===== src/rtl/mips_data_bus_bridge.sv =====
// Bridges the CPU's combinational-read data port onto a registered, waitrequest-style bus.
// Optional access timeout is compiled in with `define MIPS_DATA_BRIDGE_TIMEOUT_EN.
module mips_data_bus_bridge #(
    parameter int unsigned TIMEOUT_CYCLES = 255
) (
    input  logic        clk,
    input  logic        reset,
    input  logic [31:0] cpu_address,
    input  logic        cpu_read,
    input  logic        cpu_write,
    input  logic [31:0] cpu_writedata,
    output logic [31:0] cpu_readdata,
    output logic        cpu_clk_enable,
    output logic [31:0] bus_address,
    output logic        bus_read,
    output logic        bus_write,
    output logic [31:0] bus_writedata,
    input  logic        bus_waitrequest,
    input  logic [31:0] bus_readdata,
    output logic        bus_error
);

    typedef enum logic [1:0] {
        IDLE,
        BUS,
        DONE
    } state_t;

    state_t      state;
    state_t      state_nx;
    logic [31:0] address_nx;
    logic [31:0] writedata_nx;
    logic        read_nx;
    logic        write_nx;
    logic [31:0] rdata_buf;
    logic [31:0] rdata_nx;
    logic        request;

    // Byte offset is meaningless without byte enables.
    logic unused_addr;
    assign unused_addr = ^cpu_address[1:0];

    assign request      = cpu_read | cpu_write;
    assign cpu_readdata = rdata_buf;

`ifdef MIPS_DATA_BRIDGE_TIMEOUT_EN
    localparam int unsigned CNT_W = $clog2(TIMEOUT_CYCLES + 1);
    localparam logic [CNT_W-1:0] CNT_LAST = CNT_W'(TIMEOUT_CYCLES - 1);

    logic [CNT_W-1:0] cnt;
    logic [CNT_W-1:0] cnt_nx;
    logic             error_nx;
    logic             expired;

    assign expired = (cnt == CNT_LAST);
`else
    logic unused_cfg;
    assign unused_cfg = TIMEOUT_CYCLES[0];
    assign bus_error  = 1'b0;
`endif

    // Next-state and stall logic; every register holds unless a transition updates it.
    always_comb begin
        state_nx       = state;
        address_nx     = bus_address;
        writedata_nx   = bus_writedata;
        read_nx        = bus_read;
        write_nx       = bus_write;
        rdata_nx       = rdata_buf;
        cpu_clk_enable = 1'b1;
`ifdef MIPS_DATA_BRIDGE_TIMEOUT_EN
        cnt_nx         = cnt;
        error_nx       = bus_error;
`endif
        case (state)
            IDLE: begin
                cpu_clk_enable = !request;
                if (request) begin
                    address_nx   = {cpu_address[31:2], 2'b00};
                    writedata_nx = cpu_writedata;
                    write_nx     = cpu_write;
                    read_nx      = cpu_read & !cpu_write;
                    state_nx     = BUS;
`ifdef MIPS_DATA_BRIDGE_TIMEOUT_EN
                    cnt_nx       = '0;
`endif
                end
            end
            BUS: begin
                cpu_clk_enable = 1'b0;
                if (!bus_waitrequest) begin
                    read_nx  = 1'b0;
                    write_nx = 1'b0;
                    if (bus_read) begin
                        rdata_nx = bus_readdata;
                    end
                    state_nx = DONE;
                end
`ifdef MIPS_DATA_BRIDGE_TIMEOUT_EN
                else if (expired) begin
                    // Abort: an abandoned read returns zero and the error sticks.
                    read_nx  = 1'b0;
                    write_nx = 1'b0;
                    if (bus_read) begin
                        rdata_nx = 32'h0000_0000;
                    end
                    error_nx = 1'b1;
                    state_nx = DONE;
                end else begin
                    cnt_nx = cnt + CNT_W'(1);
                end
`endif
            end
            DONE: begin
                // One buffer cycle so the committing request is never re-issued.
                state_nx = IDLE;
            end
            default: begin
                state_nx = IDLE;
            end
        endcase
    end

    always_ff @(posedge clk) begin
        if (reset) begin
            state         <= IDLE;
            bus_address   <= '0;
            bus_writedata <= '0;
            bus_read      <= 1'b0;
            bus_write     <= 1'b0;
            rdata_buf     <= '0;
        end else begin
            state         <= state_nx;
            bus_address   <= address_nx;
            bus_writedata <= writedata_nx;
            bus_read      <= read_nx;
            bus_write     <= write_nx;
            rdata_buf     <= rdata_nx;
        end
    end

`ifdef MIPS_DATA_BRIDGE_TIMEOUT_EN
    always_ff @(posedge clk) begin
        if (reset) begin
            cnt       <= '0;
            bus_error <= 1'b0;
        end else begin
            cnt       <= cnt_nx;
            bus_error <= error_nx;
        end
    end
`endif

endmodule


===== config.mk =====
export PLATFORM = sky130hd
export DESIGN_NAME = mips_data_bus_bridge
export DESIGN_NICKNAME = d
export VERILOG_FILES = /design/src/rtl/mips_data_bus_bridge.sv
export SDC_FILE = /design/constraint.sdc
export NUM_CORES = 1
export LEC_CHECK = 0
export ABC_AREA = 1
export CAP_MARGIN = 25
export CORE_MARGIN = 2
export CORE_UTILIZATION = 41
export DETAILED_ROUTE_END_ITERATION = 7
export PLACE_DENSITY_LB_ADDON = 0.05
export SLEW_MARGIN = 20
export SYNTH_ARGS = -nofsm -noshare
export SYNTH_HDL_FRONTEND = slang
export SYNTH_SLANG_ARGS = --single-unit

===== constraint.sdc =====
create_clock -name clk -period 3.4 [get_ports clk]
set_input_delay 0.51 -clock clk [delete_from_list [all_inputs] [get_ports clk]]
set_output_delay 0.51 -clock clk [all_outputs]
set_load 0.02 [all_outputs]

; ---- Word level (Yosys, flattened, before mapping)
; Index checks and enable logic that the tools add are counted.
[totals]
register_bits = 98
inputBits = 101
output_inout_bits = 100
wordCells = 29
[op_classes]
eq_ne = 3
muxes = 9
bitwise_logic = 3
n_reduce_logical = 8
[op_table]
columns = operator, count
row1 = 1-bit one-hot mux with 2 select lines, 3
row2 = 3-bit AND reduction, 2
row3 = 2-bit 2-to-1 mux, 2
row4 = "2-bit != test, second input constant", 2
row5 = 2-bit one-hot mux with 2 select lines, 1
row6 = 2-bit AND reduction, 2
row7 = 1-bit 2-to-1 mux, 3
row8 = "2-bit by 1-bit equality test with 1-bit output, second input constant", 1
row9 = 1-bit logical NOT, 2
row10 = 2-bit logical NOT, 1
row11 = 2-bit nonzero test, 1
row12 = 1-bit AND, 1
row13 = 1-bit NOT, 1
row14 = 1-bit bitwise OR, 1

; ---- Longest topological paths before layout
[logic_depth]
ltp_word = 4
mapped_depth = 6
mapped_depth_nobuf = 6

; ---- Worst setup path before layout
; No wires, ideal clock.
[synth_path]
kind = input -> output
startpoint = input port cpu_write
endpoint = output port cpu_clk_enable
t_arrival_ps = 889
required_ps = 2890
setup_slack_ps = 2001
cell_stages = 3
n_path_buf = 0
cell_sequence = nor2_1 -> nand2_1 -> nand2_1
[synth_via]
elab_chain_len = 3
[synth_lines]
columns = element, line_no
row1 = "start, declared", 10  ; input logic cpu_write,
row2 = 1-bit bitwise OR, 43  ; assign request = cpu_read | cpu_write;
row3 = 1-bit logical NOT, 77  ; cpu_clk_enable = !request;
row4 = 1-bit one-hot mux with 2 select lines, 75  ; case (state)
row5 = "end, declared", 13  ; output logic cpu_clk_enable,
; Every way passes these cells.

; ---- Worst setup path in the final report
; Ends and elaborated chain as after synthesis.

==> impl_results.md <==
* Status: completed
* Worst-skew pair later-pin latency at 0.36 ns
* Critical Path AT at slightly below 2 ns
* Clock-pin slew on the worst setup and hold paths at 0.09 ns
* Core Rows at 34
* Share of cells above drive strength 1 at 4.79%
* Fin area at 0.00573 mm2
* Die height at 97.6 um
* Worst Reg-to-Reg Cells at 6
* # setup viols final at 0
* Crit path from: cpu_write
* Syn avg cell area at approximately 8 um2
* Dpl cell area at about 0.0055 mm2
* CP Max Fanout at 3
* RR Endpoint: cpu_readdata[15]
* Post-synthesis cell count at 448
* Drt wl/cell at ~14 um
* Vias in the first global route at 3365
* MaxCap Viol Count at 0
* Sw Ratio at 28.5%
* Antenna Cells at 0
* Max IR drop VDD at 0.261 mV
* Detailed Route Iter0 Violations at 187
* Leakage at 2.05 nW
* Setup Buffers After CTS at 0
* R2R setup slack at 1.62 ns
* TritonCTS clock tree: done
* # port buffers at 195
* Achievable Freq at 0.407 GHz
* Clock power share at 29.0%
* Max Slew Vio Count at 0
* Die width at 97.6 um
* Minimum clock period at 2.46 ns
* GPL Wtd Cong at 0.765
* Sw Pwr at 730 uW
* H-tree levels at 3
* DRC viols at 0
* Crit. End Element: output pin
* CTS buffer count at 9
* Largest buffer count on any clock path at 2
* Via density at about 5.0
* CTS sink cnt at 98
* Fillers at ~730
* Reg power frac at about half
* Total wire length at 10.5 mm
* Yosys warns at 0
* I/O pins at about 200
* DPL Wire Length at 6.88 mm
* Post-synthesis cell type count at 16
* Worst slew pin tran at roughly 0.65 ns
* Seq/Total Area, Yosys at 54.6%
* Worst Setup Path Type: primary input to output pin
* Worst setup SP type: primary input
* Setup ws final at between 0.9 and 1 ns
* Setup TNS at 0 ns
* Place WS at 0.957 ns
* Routed Antenna Nets at 0
* Vias at ~3.7k
* Commonest non-fill, non-tap cell in the layout: clkdlybuf4s50_1
* Synthesized area at 0.00359 mm2
* Global route overflow at 0
* Hold Path Stages at 2
* Type of the most critical hold path: flop to flop
* Worst setup path endpoint: cpu_clk_enable
* Initial antenna violation count at 0
* Total GRT Usage at 21.1%
* First-pass GRT wire length at approximately 16 mm
* Post-Layout Cell Count at 734
* Hold Buf Count CTS at 0
* TritonRoute pass-1 iters at 4
* Period utilisation layout at between 70% and 80%
* Core area at 0.00859 mm2
* Max_slew headroom at 56.5%
* Die area at 0.00953 mm2
* Post-CTS resize count at 0
* Clk_skew at 0.00892 ns
* PD cells at 447 mW/mm2
* Area of the multi-input gates at 0.00141 mm2
* Synth-to-layout area growth at 59.5%
* Initial Util at 41.8%
* Sequential Area at 0.00196 mm2
* Most frequent cells in the layout: clkdlybuf4s50_1 (194), nand2_1 (99), dfxtp_1 (98), nand3_1 (97), a21oi_1 (96)
* CTS root buf: clkbuf_8
* Hold_ws at 0.463 ns
* Comb pwr share at 22.2%
* Origin of the critical flop-to-flop path: state[0]
* Pin count of the biggest net entering global routing at 99
* Fin util at 66.7%
* Total power draw at 2.56 mW
* WP data required at 2.89 ns
* Nets at 722
* Dpl cells at 718
* Synth Register Bits at around 100
* Pint at 1.83 mW
* Final-report hold violation count at 0
* RSZ-0062 raised after global routing: false
==> critical path, cell delays in order <==
cell             delay (ns)
clkdlybuf4s50_1        0.45
nor2_1                 0.17
nand2_1                0.10
nand2_1                0.09
clkdlybuf4s50_1        0.63
==> Yosys cell counts <==
library cell	number	share of area, %
a21oi_1	96	13
buf_1	5	0.52
buf_2	17	2.4
buf_4	9	1.9
clkbuf_1	10	1.0
conb_1	1	0.10
dfxtp_1	98	55
inv_1	3	0.31
inv_2	3	0.31
nand2_1	100	10
nand2_2	1	0.17
nand3_1	97	14
nor2_1	4	0.42
nor2_4	2	0.63
nor3_1	1	0.14
nor4_1	1	0.17
==> registers in the layout (all words and copies together), names as in the netlist <==
signal,flops
bus_write,1
cpu_readdata,32
bus_address,30
state,2
bus_read,1
bus_writedata,32
==> routing by layer <==
| layer | track usage [%] | share of wire, % | vias to the layer above |
|---|---|---|---|
| li1 | - | - | 1843 |
| met1 | 24.5 | 42 | 1670 |
| met2 | 34.6 | 48 | 141 |
| met3 | 9.06 | 8.7 | 16 |
| met4 | 7.91 | 1.9 | 0 |
| met5 | 0 | 0 | - |
==> final cells by class <==
type	count	share of cell area, %
inverter	6	0.393
sequential	98	34.2
multi-input combinational	305	24.6
clock buffer	10	2.23
timing repair buffer	201	35.0
clock inverter	6	1.18
tap	108	2.36
==> power by group through the flow <==
| stage | Combinational [mW] | Sequential (mW) | Clock [mW] |
|---|---|---|---|
| detailed placement | 0.570 | 1.28 | 0 |
| floorplan | 0.203 | 1.36 | 0 |
| global placement | 0.564 | 1.27 | 0 |
| finish | 0.568 | 1.25 | 0.744 |
| global route | 0.609 | 1.26 | 0.825 |
| CTS | 0.573 | 1.25 | 0.762 |
==> kinds of logic (layout without fill, tap and decap cells) <==
| family | Yosys count | after routing | share of synthesized area (%) |
|---|---|---|---|
| AOI/OAI and AO/OA | 96 | 96 | 13.4 |
| buffers and inverters | 47 | 223 | 6.44 |
| DFF | 98 | 98 | 54.6 |
| other | 1 | 3 | 0.104 |
| and+or+nand+nor | 206 | 206 | 25.5 |
==> how the worst min path moves through the flow <==
| stage | from | to |
|---|---|---|
| after floorplan | state[0] | state[1] |
| after global placement | bus_address[26] | bus_address[26] |
| after detailed placement | bus_address[17] | bus_address[17] |
| after CTS | bus_address[17] | bus_address[17] |
| after global routing | bus_address[21] | bus_address[21] |
| final | bus_address[17] | bus_address[17] |
Power figures use the tool's default switching activity.
